==> src/rtl/sonic_common_delay_arbiter_if.sv <==
// -----------------------------------------------------------------------------
// sonic_common_delay_arbiter_if
//
// Groups the two requester handshakes and the two consumer handshakes of
// sonic_common_delay_arbiter.
//
// Handshake rule, applied to every channel here: a beat transfers on a
// rising clock edge where valid and ready are both high. A source holds
// valid and data stable until the beat transfers. Ready may depend
// combinationally on valid.
//
// Signals (WIDTH = payload width):
//   req0_valid / req0_data / req0_ready : requester 0 into the arbiter
//   req1_valid / req1_data / req1_ready : requester 1 into the arbiter
//   out0_valid / out0_data / out0_ready : head beat owned by requester 0
//   out1_valid / out1_data / out1_ready : head beat owned by requester 1
//
// Modports:
//   slave  : the arbiter's view.
//   master : the environment's view (requesters and consumers).
// -----------------------------------------------------------------------------
interface sonic_common_delay_arbiter_if #(
  parameter int WIDTH = 8
);
  logic             req0_valid;
  logic [WIDTH-1:0] req0_data;
  logic             req0_ready;
  logic             req1_valid;
  logic [WIDTH-1:0] req1_data;
  logic             req1_ready;
  logic             out0_valid;
  logic [WIDTH-1:0] out0_data;
  logic             out0_ready;
  logic             out1_valid;
  logic [WIDTH-1:0] out1_data;
  logic             out1_ready;

  modport slave (
    input  req0_valid, req0_data, req1_valid, req1_data, out0_ready, out1_ready,
    output req0_ready, req1_ready, out0_valid, out0_data, out1_valid, out1_data
  );

  modport master (
    output req0_valid, req0_data, req1_valid, req1_data, out0_ready, out1_ready,
    input  req0_ready, req1_ready, out0_valid, out0_data, out1_valid, out1_data
  );
endinterface

==> src/rtl/sonic_common_delay_arbiter.sv <==
// -----------------------------------------------------------------------------
// sonic_common_delay_arbiter
//
// Round-robin arbiter in front of a fixed-length delay pipeline. Each cycle
// the pipeline can advance, and when it does, at most one requester beat is
// loaded into the tail. The head stage is presented on the consumer port of
// its owner. A stalled head freezes the whole pipeline. This includes
// blocking the other requester, so strict acceptance order is preserved at
// the outputs.
//
// Parameters:
//   WIDTH : payload width in bits (default 8)
//   DELAY : number of pipeline stages, 1..16 (default 4)
//
// Ports:
//   clock       : single clock, rising edge
//   reset       : synchronous, active-high
//   bus         : sonic_common_delay_arbiter_if.slave (requesters + consumers)
//   occupancy   : registered count of valid stages, 0..DELAY
//   stall_count : 16-bit saturating count of cycles where the head is valid
//                 and cannot drain. Present only when
//                 SONIC_DELAY_ARB_STATS_EN is defined.
//
// Optional feature macro: SONIC_DELAY_ARB_STATS_EN
// -----------------------------------------------------------------------------
module sonic_common_delay_arbiter #(
  parameter int WIDTH = 8,
  parameter int DELAY = 4
) (
  input  logic                          clock,
  input  logic                          reset,
  sonic_common_delay_arbiter_if.slave   bus,
  output logic [4:0]                    occupancy
`ifdef SONIC_DELAY_ARB_STATS_EN
  ,
  output logic [15:0]                   stall_count
`endif
);

  // Stage 0 is the head and stage DELAY-1 is the tail.
  logic [DELAY-1:0] stage_valid;
  logic [DELAY-1:0] stage_owner;
  logic [WIDTH-1:0] stage_data [DELAY];

  // 1 means requester 1 was granted last, so requester 0 wins the next tie.
  logic             last_grant;

  logic             head_valid;
  logic             head_owner;
  logic             head_ready;
  logic             advance;
  logic             grant0;
  logic             grant1;
  logic             ready0;
  logic             ready1;
  logic             accept;
  logic             accept_owner;
  logic [WIDTH-1:0] accept_data;
  logic             drain;
  logic [4:0]       occupancy_next;

  always_comb begin
    head_valid = stage_valid[0];
    head_owner = stage_owner[0];
    head_ready = head_owner ? bus.out1_ready : bus.out0_ready;
    advance    = !head_valid || head_ready;

    // On a tie, grant the requester that was not granted last.
    grant0 = bus.req0_valid && (!bus.req1_valid || last_grant);
    grant1 = bus.req1_valid && (!bus.req0_valid || !last_grant);

    // Nothing is accepted while reset is high.
    ready0 = advance && grant0 && !reset;
    ready1 = advance && grant1 && !reset;
    accept = ready0 || ready1;

    accept_owner = ready1;
    accept_data  = ready1 ? bus.req1_data : bus.req0_data;

    // The head leaves the pipeline only when it is valid and the pipeline advances.
    drain          = head_valid && advance && !reset;
    occupancy_next = occupancy + {4'd0, accept} - {4'd0, drain};

    bus.req0_ready = ready0;
    bus.req1_ready = ready1;

    bus.out0_valid = head_valid && !head_owner && !reset;
    bus.out1_valid = head_valid &&  head_owner && !reset;
    bus.out0_data  = bus.out0_valid ? stage_data[0] : '0;
    bus.out1_data  = bus.out1_valid ? stage_data[0] : '0;
  end

  always_ff @(posedge clock) begin
    if (reset) begin
      stage_valid <= '0;
      stage_owner <= '0;
      for (int i = 0; i < DELAY; i++) begin
        stage_data[i] <= '0;
      end
      occupancy  <= '0;
      last_grant <= 1'b1;
    end else begin
      if (advance) begin
        // All stages shift together. Empty stages are not compressed out.
        for (int i = 0; i < DELAY - 1; i++) begin
          stage_valid[i] <= stage_valid[i+1];
          stage_owner[i] <= stage_owner[i+1];
          stage_data[i]  <= stage_data[i+1];
        end
        stage_valid[DELAY-1] <= accept;
        stage_owner[DELAY-1] <= accept ? accept_owner : 1'b0;
        stage_data[DELAY-1]  <= accept ? accept_data : '0;
      end
      occupancy <= occupancy_next;
      if (accept) begin
        last_grant <= accept_owner;
      end
    end
  end

`ifdef SONIC_DELAY_ARB_STATS_EN
  always_ff @(posedge clock) begin
    if (reset) begin
      stall_count <= '0;
    end else if (head_valid && !advance && (stall_count != 16'hFFFF)) begin
      stall_count <= stall_count + 16'd1;
    end
  end
`endif

endmodule

==> src/flat_wrapper.sv <==
// flat-port wrapper written by rule: the top's interface ports become plain ports
module sonic_common_delay_arbiter_flat 
#(
  parameter int WIDTH = 8,
  parameter int DELAY = 4
)
  (clock, reset, occupancy, bus_req0_valid, bus_req0_data, bus_req1_valid, bus_req1_data, bus_out0_ready, bus_out1_ready, bus_req0_ready, bus_req1_ready, bus_out0_valid, bus_out0_data, bus_out1_valid, bus_out1_data);
  sonic_common_delay_arbiter_if #(.WIDTH(WIDTH)) bus_i ();
  input  logic clock;
  input  logic reset;
  output logic [4:0] occupancy;
  input wire logic [$bits(bus_i.req0_valid)-1:0] bus_req0_valid;
  input wire logic [$bits(bus_i.req0_data)-1:0] bus_req0_data;
  input wire logic [$bits(bus_i.req1_valid)-1:0] bus_req1_valid;
  input wire logic [$bits(bus_i.req1_data)-1:0] bus_req1_data;
  input wire logic [$bits(bus_i.out0_ready)-1:0] bus_out0_ready;
  input wire logic [$bits(bus_i.out1_ready)-1:0] bus_out1_ready;
  output wire logic [$bits(bus_i.req0_ready)-1:0] bus_req0_ready;
  output wire logic [$bits(bus_i.req1_ready)-1:0] bus_req1_ready;
  output wire logic [$bits(bus_i.out0_valid)-1:0] bus_out0_valid;
  output wire logic [$bits(bus_i.out0_data)-1:0] bus_out0_data;
  output wire logic [$bits(bus_i.out1_valid)-1:0] bus_out1_valid;
  output wire logic [$bits(bus_i.out1_data)-1:0] bus_out1_data;
  assign bus_i.req0_valid = bus_req0_valid;
  assign bus_i.req0_data = bus_req0_data;
  assign bus_i.req1_valid = bus_req1_valid;
  assign bus_i.req1_data = bus_req1_data;
  assign bus_i.out0_ready = bus_out0_ready;
  assign bus_i.out1_ready = bus_out1_ready;
  assign bus_req0_ready = bus_i.req0_ready;
  assign bus_req1_ready = bus_i.req1_ready;
  assign bus_out0_valid = bus_i.out0_valid;
  assign bus_out0_data = bus_i.out0_data;
  assign bus_out1_valid = bus_i.out1_valid;
  assign bus_out1_data = bus_i.out1_data;
  sonic_common_delay_arbiter #(.WIDTH(WIDTH), .DELAY(DELAY)) u_core (.clock(clock), .reset(reset), .bus(bus_i), .occupancy(occupancy));
endmodule
==> config.mk <==
export PLATFORM = sky130hd
export DESIGN_NAME = sonic_common_delay_arbiter_flat
export DESIGN_NICKNAME = d
export VERILOG_FILES = /design/src/rtl/sonic_common_delay_arbiter_if.sv /design/src/rtl/sonic_common_delay_arbiter.sv /design/src/flat_wrapper.sv
export SDC_FILE = /design/constraint.sdc
export NUM_CORES = 1
export LEC_CHECK = 0
export ABC_AREA = 1
export BUFFER_PORTS_ARGS = -buffer_cell sky130_fd_sc_hd__buf_2
export CORE_UTILIZATION = 37
export CTS_BUF_LIST = sky130_fd_sc_hd__clkbuf_4 sky130_fd_sc_hd__clkbuf_8 sky130_fd_sc_hd__clkbuf_16
export CTS_CLUSTER_DIAMETER = 50
export DETAILED_ROUTE_END_ITERATION = 7
export GPL_ROUTABILITY_DRIVEN = 0
export SLEW_MARGIN = 20
export SYNTH_ARGS = -nofsm -noshare
export SYNTH_HDL_FRONTEND = slang
export SYNTH_SLANG_ARGS = --single-unit
==> constraint.sdc <==
create_clock -name clock -period 2.2 [get_ports clock]
set_input_delay 0.44 -clock clock [delete_from_list [all_inputs] [get_ports clock]]
set_output_delay 0.44 -clock clock [all_outputs]
set_load 0.01 [all_outputs]
Word-level counts from Yosys, hierarchy flattened
Memories as Yosys holds them, arrays and structs flattened.
Index checks and enable logic that the tools add are counted.
{"block": "totals", "register_bits": 14, "latchBits": 0, "mem_bits_rw": 32, "rom_bits": 0, "inputBits": 22, "output_inout_bits": 25, "elab_cells": 48, "memories": 1}
{"memory": "u_core.stage_data", "words": 4, "width": 8, "read_ports": 4, "rd_ports_with_merged_regs": 0, "wr": 4, "line": "sonic_common_delay_arbiter.sv:43", "text": "logic [WIDTH-1:0] stage_data [DELAY];"}
{"block": "classes", "addsub": 2, "mul": 0, "n_div": 0, "order_cmp": 0, "n_eq_ne": 0, "shifts": 0, "mux": 15, "n_bitwise": 4, "reduce_logical": 22}
{"operator": "8-bit two-way mux", "n": 8}
{"operator": "1-bit logical AND", "n": 12}
{"operator": "1-bit two-way mux", "n": 7}
{"operator": "1-bit logical NOT", "n": 6}
{"operator": "5-bit by 1-bit adder with 5-bit output", "n": 1}
{"operator": "5-bit by 1-bit subtractor with 5-bit output", "n": 1}
{"operator": "1-bit logical OR", "n": 4}
{"operator": "1-bit OR", "n": 4}

Longest topological paths before layout
Gate-level depths: netlist (run 1).
{"block": "logic_depth", "ltp_word": 8, "ltp_mapped": 16, "depth_no_buf": 16}

Worst setup path after synthesis (run 1)
No wires, ideal clock.
{"block": "synth_timing", "kind": "input to register", "start": "input reset", "end": "memory u_core.stage_data[0][0], enable pin", "setup_time_ps": 602, "t_arrival_ps": 1453, "required_ps": 1598, "path_slack_ps": 146, "stages": 2, "path_buffers": 0, "cell_sequence": "nor2_1 nand3_1"}
{"element": "start, declared", "line": "flat_wrapper.sv:10", "text": "input logic reset;"}
{"element": "end, declared", "line": "sonic_common_delay_arbiter.sv:43"}

Worst setup path in the final report (run 1)
{"block": "layout_timing", "start": "register u_core.stage_owner[0]", "end": "register u_core.occupancy[4]"}
{"block": "layout_between", "elab_chain_len": 7, "elab_cells_between_ends": 11, "classes_between": "add/sub: 2; mux: 1; reduce/logical: 8"}
{"element": "start, declared", "line": "sonic_common_delay_arbiter.sv:42", "text": "logic [DELAY-1:0] stage_owner;"}
{"element": "start signal, assigned by index", "line": "sonic_common_delay_arbiter.sv:107", "text": "stage_owner[i] <= stage_owner[i+1];"}
{"element": "start signal, assigned by index", "line": "sonic_common_delay_arbiter.sv:111", "text": "stage_owner[DELAY-1] <= accept ? accept_owner : 1'b0;"}
{"element": "1-bit two-way mux (*)", "line": "sonic_common_delay_arbiter.sv:65", "text": "head_ready = head_owner ? bus.out1_ready : bus.out0_ready;"}
{"element": "1-bit logical OR (*)", "line": "sonic_common_delay_arbiter.sv:66", "text": "advance = !head_valid || head_ready;"}
{"element": "1-bit logical AND (on tied branches) (2 in a row)", "line": "sonic_common_delay_arbiter.sv:73, sonic_common_delay_arbiter.sv:74"}
{"element": "1-bit logical OR", "line": "sonic_common_delay_arbiter.sv:75", "text": "accept = ready0 || ready1;"}
{"element": "5-bit by 1-bit adder with 5-bit output", "line": "sonic_common_delay_arbiter.sv:82", "text": "occupancy_next = occupancy + {4'd0, accept} - {4'd0, drain};"}
{"element": "5-bit by 1-bit subtractor with 5-bit output (*)", "line": "sonic_common_delay_arbiter.sv:82"}
{"element": "end signal, assigned", "line": "sonic_common_delay_arbiter.sv:114", "text": "occupancy <= occupancy_next;"}
{"element": "end, declared", "line": "sonic_common_delay_arbiter.sv:33", "text": "output logic [4:0] occupancy"}
Mark *: on every way between the ends. The rest lies on a longest branch, timed or not.
A chain may end at the register's enable or synchronous reset.

==> results of run 1 <==
[cells by family after synthesis]
kind of cell / after synthesis / share of synthesized area [%]
flops: 46 / 59.2
buf+inv: 71 / 13.4
simple gates: 100 / 19.0
xor+xnor: 1 / 0.418
fa+ha+maj: 6 / 3.94
compound gates: 14 / 4.00
[synthesized netlist by cell type (all sizes together), types with 2 or more instances]
master,number
edfxtp,32
o21ai,3
ha,5
nand2,29
nand3,6
inv,66
dfxtp,14
buf,5
o22ai,5
a21oi,3
nor2,64
a21boi,2
[layer usage]
| layer | share of wire (%) | wire, um | vias to the layer above | track usage, % |
|---|---|---|---|---|
| li1 | - | - | 831 | - |
| met1 | 49 | 1510 | 586 | 14.0 |
| met4 | 2.1 | 65 | 0 | 7.36 |
| met3 | 5.9 | 181 | 5 | 2.02 |
| met5 | 0 | 0 | - | 0 |
| met2 | 43 | 1320 | 43 | 19.6 |
[flip-flops by register name, indices dropped and copies added (netlist names)]
| name | count |
|---|---|
| u_core.occupancy | 5 |
| u_core.last_grant | 1 |
| u_core.stage_valid | 4 |
| u_core.stage_data | 32 |
| u_core.stage_owner | 4 |
[how the worst min path moves through the flow]
stage / start / to / slack [ns] / cells past startpoint
finish: bus_out1_ready / u_core.stage_owner[0]$_SDFFE_PP0N_ / 0.36 / 2
global route: bus_out1_ready / u_core.stage_owner[0]$_SDFFE_PP0N_ / 0.37 / 2
CTS: bus_out1_ready / u_core.stage_owner[0]$_SDFFE_PP0N_ / 0.36 / 2
detailed placement: u_core.stage_owner[2]$_SDFFE_PP0N_ / u_core.stage_owner[1]$_SDFFE_PP0N_ / 0.47 / 2
global placement: u_core.stage_owner[2]$_SDFFE_PP0N_ / u_core.stage_owner[1]$_SDFFE_PP0N_ / 0.46 / 2
floorplan: u_core.stage_owner[3]$_SDFFE_PP0N_ / u_core.stage_owner[2]$_SDFFE_PP0N_ / 0.44 / 2
[worst register-to-register path, stage by stage (launching register included)]
cell and delay [ns]:
dfxtp_2 0.34, inv_1 0.05, nand2_1 0.11, a21oi_2 0.16, ha_1 0.23, inv_1 0.05
ha_1 0.15, inv_1 0.06, fa_2 0.33, inv_2 0.07, nand2_1 0.05, nand2_1 0.06
a21oi_1 0.08, nor2_1 0.09, nor2_1 0.05
[final cells by class]
cell class | count | area [um2]
multi-input combinational | 121 | 587
timing repair buffer | 56 | 305
fill | 542 | 2890
clock inverter | 1 | 30.0
sequential | 46 | 1240
inverter | 66 | 248
clock buffer | 7 | 83.8
tap | 72 | 90.1
[per-stage QoR]
stage                     worst slack, ns  TNS (ns)
after floorplan                     0.146         0
after global placement           0.000888         0
after detailed placement          -0.0738   -0.0738
after CTS                           0.118         0
after global routing               0.0412         0
final                               0.244         0
[placed cells by master, fill, tap and decap left out, drive strengths merged, types with 5 or more instances in the layout]
master,count
clkbuf,7
o22ai,5
ha,5
dfxtp,14
nand3,6
buf,56
inv,66
edfxtp,32
nor2,64
nand2,29
[power by group through the flow]
stage               combinational, mW  sequential [mW]  clock [mW]
floorplan                       0.198             1.06           0
global placement                0.295             1.05           0
detailed placement              0.300             1.05           0
CTS                             0.301             1.03       0.641
global route                    0.353             1.04       0.679
finish                          0.300             1.03       0.626
==> run_results.csv, run 1 <==
group,metric,value,unit
layout,fin_cells,369,
synthesis,synth_top_cell_by_area,"edfxtp_1",
layout,diodes,0,
critical_path,r2r_start,"u_core.stage_owner[0]$_SDFFE_PP0N_",
grt,grt_pass1_wl,5.58,mm
synthesis,synth_warnings,0,
route,totalWireLength,3.08,mm
status,status,"finished clean",
floorplanning,initial_core_util,38.3,%
synthesis,ys_types,20,
layout,stdcell_area,0.00259,mm2
timing,max_freq,511,MHz
cts,cts_post_setup_buffers_inserted,0,
place,dpl-instance-area,0.00246,mm2
critical_path,r2r_slack,0.24,ns
timing,report.final.slew_viol_count,0,
critical_path,cp.depth,14,
critical_path,crit_start,"u_core.stage_owner[0]$_SDFFE_PP0N_",
pwr,max-vdd-ir-drop,369,uV
synthesis,avgSynthCellArea,8.81,um2
critical_path,required,2.40,ns
grt,grt.total_usage,11.8,%
floorplanning,row_count,27,
cts,clk_latency,0.29,ns
cts,clockRootBuffer,"clkbuf_8",
critical_path,max_stage_delay,0.34,ns
grt,grt_max_degree,40,
route,drt_iter0_markers,83,
grt,antenna_found_initial,0,
timing,rsz0062_at_grt,"false",
route,avgRoutedWirePerCell,8.34,um
floorplanning,die_area,0.00597,mm2
timing,post-route-period-util,88.9,%
timing,finalCriticalPeriod,1.96,ns
synthesis,yosysTopAreaCellShare,45.9,%
layout,fin_nets,324,
synthesis,netlist_top_cells_area,"edfxtp_1, dfxtp_1, inv_1",
synthesis,synth_seq_area_share,59.2,%
synthesis,synth_edf_count,32,
synthesis,syn_nets,266,
critical_path,cp_top_family,"adder cells",
route,drt_first_pass_iters,4,
pwr,p_per_area,755,mW/mm2
grt,grt_overflow,0,
floorplanning,dieHeight,77.3,um
cts,cts_sinks,46,
pwr,p_total,1.95,mW
pwr,swShare,23.8,%
critical_path,crit_path_start_kind,"flop",
place,dpl.hpwl,2.08,mm
critical_path,crit_end,"u_core.occupancy[4]$_SDFF_PP0_",
place,io_buffers,46,
pwr,p_seq_share,52.6,%
synthesis,synth_flop_cell,"edfxtp_1",
place,dp_cells,361,
synthesis,syn_area,0.00210,mm2
timing,worst_slew_pin_slew,0.464,ns
timing,max_slew_margin,69.1,%
timing,fin_skew,0.00542,ns
timing,hold_viol_final,0,
floorplanning,fp.dieW,77.3,um
flow_run,maxCapViolCount,0,
floorplanning,io_pins,47,
timing,hold_ws,0.357,ns
critical_path,worst-r2r-cell-count,14,
route,viasPerCell,3.97,
synthesis,synthArstFlopShare,0,%
pwr,leakage,1.27,nW
critical_path,cp-end-kind,"flop",
cts,clock_tree.buffer_depth,2,
cts,htree_levels,2,
cts,cts_tree,"built",
pwr,p_switching,0.464,mW
grt,grt_pass1_vias,1323,
cts,hold_buffers,0,
critical_path,path_cells,"inv_1 > nand2_1 > a21oi_2 > ha_1 > inv_1 > ha_1 > inv_1 > fa_2 > inv_2 > nand2_1 > nand2_1 > a21oi_1 > nor2_1 > nor2_1",
cts,numCtsBuffers,5,
critical_path,path_class,"flop to flop",
layout,finish.utilization,47.3,%
critical_path,slowest_stage,"dfxtp_2",
pwr,power_frac_comb,15.4,%
pwr,p_int,1.49,mW
route,drc,0,
layout,syn_to_final_growth,23.5,%
hold_path,hp-class,"primary input to flop",
layout,post_route_cells_drive_above_1_share,24.9,%
route,route.vias.total,1465,
critical_path,arrival,2.15,ns
cts,cts.clk_slew.worst_paths,0.08,ns
synthesis,synth_seq_cells,46,
route,antenna_left,0,
pwr,clockPowerShare,32.1,%
floorplanning,core-area,0.00547,mm2
cts,cts_resized,0,
critical_path,timing.critical_path.buf_inv,4,
critical_path,r2r-end,"u_core.occupancy[4]$_SDFF_PP0_",
synthesis,synth_cells,238,
timing,setup_viol,0,
critical_path,critPathMaxFanout,4,
Power figures use the tool's default switching activity.
==> run 2, diff against run 1 <==
SETUP_SLACK_MARGIN = 0.5   (was not set)
==> run_results.csv, run 2 (synthesis gave the netlist of run 1 again) <==
group,metric,value,unit
floorplanning,core-area,0.00547,mm2
floorplanning,initial_core_util,38.3,%
route,viasPerCell,4.12,
timing,fin_skew,0.00375,ns
cts,clk_latency,0.30,ns
timing,tns,0,ns
critical_path,max_stage_delay,0.37,ns
critical_path,timing.critical_path.buf_inv,4,
place,dpl.hpwl,2.15,mm
layout,diodes,0,
timing,rsz0062_at_grt,"true",
grt,grt_pass1_wl,6.08,mm
critical_path,cp-end-kind,"flop",
layout,final_common_cell,"nor2_1",
timing,worst_slack,0.325,ns
timing,max_slew_margin,81.5,%
pwr,max-vdd-ir-drop,279,uV
layout,largest-register,"u_core.stage_data",
cts,hold_buffers,0,
status,status,"finished clean",
grt,grt_pass1_vias,1424,
critical_path,r2r_slack,0.33,ns
hold_path,hold_path_startpoint,"bus_out1_ready",
cts,cts_tree,"built",
critical_path,cp_top_family,"adder cells",
layout,largest_reg_flops,32,
grt,antenna_found_initial,0,
timing,max_freq,533,MHz
floorplanning,die_area,0.00597,mm2
pwr,swShare,25.1,%
place,dp_cells,358,
critical_path,path_class,"flop to flop",
timing,setup_viol,0,
route,totalWireLength,3.48,mm
flow_run,maxCapViolCount,0,
pwr,p_seq_share,50.7,%
layout,post_route_cells_drive_above_1_share,34.1,%
place,io_buffers,46,
grt,grt_overflow,0,
layout,fin_nets,332,
grt,grt.total_usage,13.0,%
pwr,power_frac_comb,18.2,%
route,avgRoutedWirePerCell,9.24,um
route,route.vias.total,1553,
layout,fin_cells,377,
grt,use_met2,22.7,%
cts,clockRootBuffer,"clkbuf_8",
route,drc,0,
critical_path,arrival,2.07,ns
timing,finalCriticalPeriod,1.87,ns
critical_path,r2r-end,"u_core.occupancy[4]$_SDFF_PP0_",
layout,mostFrequentLayoutCells,"nor2_1, inv_1, buf_2, edfxtp_1, nand2_1",
pwr,leakage,1.35,nW
timing,post-route-period-util,85.2,%
layout,reg_top3,"u_core.stage_data x32, u_core.occupancy x5",
critical_path,critPathMaxFanout,4,
pwr,p_per_area,717,mW/mm2
floorplanning,io_pins,47,
critical_path,crit_path_start_kind,"flop",
floorplanning,dieHeight,77.3,um
floorplanning,fp.dieW,77.3,um
grt,met1_usage,14.8,%
hold_path,hp-class,"primary input to flop",
timing,worst_slew_pin_slew,0.277,ns
cts,cts_sinks,46,
cts,cts.clk_slew.worst_paths,0.08,ns
pwr,clockPowerShare,31.1,%
grt,grt.busiest_layer,"met2",
critical_path,r2r_start,"u_core.stage_owner[0]$_SDFFE_PP0N_",
critical_path,slowest_stage,"dfxtp_4",
grt,use_met3,2.98,%
critical_path,worst-r2r-cell-count,14,
place,place_ws,0.0265,ns
route,drt_first_pass_iters,4,
layout,syn_to_final_growth,35.0,%
route,antenna_left,0,
critical_path,required,2.40,ns
hold_path,worstHoldPathCells,2,
critical_path,cp_common_cell,"inv_2",
timing,report.final.slew_viol_count,0,
floorplanning,row_count,27,
cts,htree_levels,2,
pwr,p_switching,0.508,mW
critical_path,path_cells,"inv_2 > nand2_4 > a21oi_2 > ha_4 > inv_4 > ha_4 > inv_2 > fa_2 > inv_2 > nand2_1 > nand2_1 > a21oi_1 > nor2_1 > nor2_1",
route,drt_iter0_markers,54,
pwr,p_int,1.52,mW
grt,grt_max_degree,40,
cts,clock_tree.buffer_depth,2,
hold_path,hold_end,"u_core.stage_owner[0]$_SDFFE_PP0N_",
timing,hold_viol_final,0,
cts,numCtsBuffers,5,
[run 2: changes by cell type in the layout (fill, tap and decap cells not counted), sizes merged]
cell      before  now
bufbuf         0    1
buf           56   63
clkinvlp       0    1
clkbuf         7    6
[run 2: power by group through the flow]
stage	combinational [mW]	clock (mW)	sequential (mW)
final	0.370	0.630	1.03
after global routing	0.423	0.682	1.04
after CTS	0.340	0.641	1.03
after detailed placement	0.303	0	1.05
after global placement	0.298	0	1.05
after floorplan	0.202	0	1.06
[run 2: worst max path at each step]
stage	from	end	slack (ns)	depth (start not counted)
floorplan	reset	u_core.occupancy[4]$_SDFF_PP0_	0.26	14
global placement	reset	u_core.occupancy[4]$_SDFF_PP0_	0.08	15
detailed placement	reset	u_core.occupancy[4]$_SDFF_PP0_	0.03	15
CTS	u_core.stage_owner[0]$_SDFFE_PP0N_	u_core.occupancy[4]$_SDFF_PP0_	0.30	14
global route	u_core.stage_valid[0]$_SDFFE_PP0N_	u_core.occupancy[4]$_SDFF_PP0_	0.18	15
finish	u_core.stage_owner[0]$_SDFFE_PP0N_	u_core.occupancy[4]$_SDFF_PP0_	0.33	14
[run 2: repair_timing]
action | in CTS | in global routing
buffers inserted | 7 | 3
pin swaps | 4 | 3
cloned | 1 | 0
gates resized for setup | 26 | 13
setup endpoints to repair | 23 | 23
endpoints found under the hold margin | 0 | 0
[run 2: area by class of cell]
| class | instances | area (um2) |
|---|---|---|
| fillers | 503 | 2640 |
| repair buffers | 64 | 432 |
| flip-flops and latches | 46 | 1250 |
| multi-input cells | 121 | 693 |
| well taps | 72 | 90.1 |
| clock buffers | 6 | 76.3 |
| clock inverters | 2 | 37.5 |
| inverters | 66 | 253 |
[run 2: layer usage]
layer,vias to the layer above,part of all wire (%)
met2,45,45
li1,845,-
met4,0,2.1
met3,6,4.8
met1,657,48
met5,-,0
[run 2: worst reg2reg max path: stages, from the launching register on]
cell	delay, ns
dfxtp_4	0.37
inv_2	0.07
nand2_4	0.06
a21oi_2	0.16
ha_4	0.23
inv_4	0.05
ha_4	0.12
inv_2	0.03
fa_2	0.33
inv_2	0.06
nand2_1	0.04
nand2_1	0.05
a21oi_1	0.07
nor2_1	0.09
nor2_1	0.05
[run 2: stage by stage]
step	cell area, um2	util, %	total power, mW	hold slack, ns
4_1_cts	2750	50.3	2.01	0.371
5_1_grt	2830	51.7	2.14	0.378
6_report	2830	51.7	2.03	0.377
3_5_place_dp	2470	45.1	1.35	0.466
3_3_place_gp	2470	45.1	1.34	0.458
2_1_floorplan	2120	-	1.26	0.443
==> run 3, diff against run 2 <==
ABC_AREA = 0   (was 1)
==> run_results.csv, run 3 <==
group,metric,value,unit
layout,fin_cells,308,
place,dpl-instance-area,0.00250,mm2
layout,largest_reg_flops,32,
route,avgRoutedWirePerCell,11.4,um
synthesis,synth_seq_area_share,59.2,%
grt,grt.total_usage,12.6,%
place,dpl.hpwl,2.32,mm
critical_path,cp-end-kind,"flop",
timing,max_slew_margin,78.2,%
synthesis,synth_seq_cells,46,
status,status,"finished clean",
critical_path,critPathMaxFanout,3,
synthesis,synth_flop_cell,"edfxtp_1",
cts,cts_sinks,46,
floorplanning,io_pins,47,
synthesis,netlist_top_cells_area,"edfxtp_1, dfxtp_1, and2_1",
grt,met1_usage,16.4,%
grt,grt_pass1_vias,1296,
place,io_buffers,46,
layout,reg_top3,"u_core.stage_data x32, u_core.occupancy x5",
pwr,max-vdd-ir-drop,333,uV
layout,final_common_cell,"buf_2",
route,drt_iter0_markers,41,
cts,cts.clk_slew.worst_paths,0.09,ns
layout,finish.utilization,50.9,%
grt,use_met3,2.50,%
cts,numCtsBuffers,5,
timing,tns,0,ns
floorplanning,core-area,0.00547,mm2
timing,report.final.slew_viol_count,0,
grt,grt_overflow,0,
critical_path,arrival,2.31,ns
timing,finalCriticalPeriod,2.08,ns
critical_path,required,2.43,ns
floorplanning,die_area,0.00597,mm2
timing,hold_viol_final,0,
synthesis,syn_nets,200,
synthesis,syn_area,0.00210,mm2
pwr,leakage,1.24,nW
layout,post_route_cells_drive_above_1_share,47.9,%
pwr,p_per_area,686,mW/mm2
timing,worst_slew_pin_slew,0.324,ns
synthesis,ys_types,37,
flow_run,maxCapViolCount,0,
synthesis,yosysMostFrequentCell,"edfxtp_1",
critical_path,path_class,"flop to flop",
timing,setup_viol,0,
layout,stdcell_area,0.00278,mm2
route,drt_first_pass_iters,4,
route,viasPerCell,4.58,
floorplanning,fp.dieW,77.3,um
place,dp_cells,294,
synthesis,synth_cells,172,
layout,syn_to_final_growth,32.8,%
route,antenna_left,0,
timing,max_freq,482,MHz
route,totalWireLength,3.52,mm
route,route.vias.total,1412,
synthesis,yosysTopAreaCellShare,45.8,%
route,drc,0,
synthesis,synthArstFlopShare,0,%
grt,grt_max_degree,31,
floorplanning,dieHeight,77.3,um
grt,grt.busiest_layer,"met2",
synthesis,synth_warnings,0,
cts,clockRootBuffer,"clkbuf_8",
grt,antenna_found_initial,0,
layout,fin_nets,263,
cts,clock_tree.buffer_depth,2,
floorplanning,row_count,27,
layout,num-fill-cells,497,
synthesis,synth_top_cell_by_area,"edfxtp_1",
timing,post-route-period-util,94.4,%
layout,mostFrequentLayoutCells,"buf_2, edfxtp_1, and2_1, nor2_1, buf_4",
floorplanning,initial_core_util,38.3,%
grt,use_met2,19.9,%
synthesis,synth_edf_count,32,
timing,rsz0062_at_grt,"true",
critical_path,crit_path_start_kind,"flop",
cts,htree_levels,2,
layout,diodes,0,
grt,grt_pass1_wl,5.85,mm
layout,largest-register,"u_core.stage_data",
timing,fin_skew,0.00576,ns
cts,clk_latency,0.29,ns
synthesis,avgSynthCellArea,12.2,um2
timing,hold_ws,0.449,ns
synthesis,synth_common_cells,"edfxtp_1, and2_1, nor2_1",
hold_path,hp-class,"primary input to flop",
cts,cts_tree,"built",
## run 3: cell count changes in the layout (fill, tap and decap cells not counted), moves of 7 or more
cell	change
a32oi_1	+8
and2_1	+24
and3_1	+8
inv_1	-49
inv_2	-7
nand2_1	-23
nor2_1	-49
## run 3: final timing paths
kind | slack [ns] | startpoint | to | depth (start not counted)
worst max-delay path | 0.12 | u_core.stage_owner[0]$_SDFFE_PP0N_ | u_core.occupancy[4]$_SDFF_PP0_ | 10
worst min-delay path | 0.45 | bus_req1_data[3] | u_core.stage_data[0][27]$_SDFFCE_PN0P_ | 3
worst max register to register | 0.12 | u_core.stage_owner[0]$_SDFFE_PP0N_ | u_core.occupancy[4]$_SDFF_PP0_ | 10
worst min register to register | 0.47 | u_core.stage_valid[1]$_SDFFE_PP0N_ | u_core.stage_valid[0]$_SDFFE_PP0N_ | 2
## run 3: power breakdown
part | leakage (nW) | internal (mW) | switching, mW
registers | 0.501 | 0.991 | 0.0332
clock network | 0.0441 | 0.223 | 0.275
logic | 0.699 | 0.198 | 0.190
total | 1.24 | 1.41 | 0.498
## run 3: worst max-delay path, stage by stage, from the launching register on
cell and delay [ns]:
dfxtp_2 0.36, mux2i_4 0.26, nor2_2 0.07, ha_4 0.22, inv_4 0.05, ha_4 0.13
inv_2 0.03, fa_2 0.33, nand2b_4 0.16, a2111oi_4 0.26, o21bai_1 0.14
## run 3: layer usage
layer / share of wire, % / up-vias / routed length, um
met2: 47 / 45 / 1650
met3: 4.8 / 5 / 168
met1: 47 / 628 / 1650
met4: 1.6 / 0 / 58
li1: - / 734 / -
met5: 0 / - / 0
## run 3: logic make-up after synthesis
family,Yosys count,share of synthesized area (%)
adder cells (fa/ha/maj),6,3.94
buffers and inverters,19,4.06
AO/OA/AOI/OAI,25,10.0
flip-flops,46,59.2
multiplexers,2,1.19
XOR/XNOR,2,0.835
AND/OR/NAND/NOR,72,20.8
## run 3: per-stage QoR
stage | power (mW) | worst slack, ns
after global routing | 2.03 | 0.0513
after global placement | 1.36 | -0.123
after floorplan | 1.27 | 0.00530
after detailed placement | 1.37 | -0.156
final | 1.91 | 0.124
after CTS | 1.92 | 0.0405
## run 3: what timing repair did
action	CTS	global route
resized for setup	21	13
pin swaps	9	9
buffers inserted	2	2
gates cloned	2	0
setup endpoints to repair	24	23
hold buffers	0	0
## run 3: layout make-up
class / count / area (um2) / area share [%]
Timing Repair Buffer: 63 / 413 / 14.8
Tap cell: 72 / 90.1 / 3.24
Clock inverter: 3 / 21.3 / 0.764
Sequential cell: 46 / 1240 / 44.7
Multi-Input combinational cell: 109 / 903 / 32.4
Inverter: 10 / 43.8 / 1.57
Clock buffer: 5 / 68.8 / 2.47
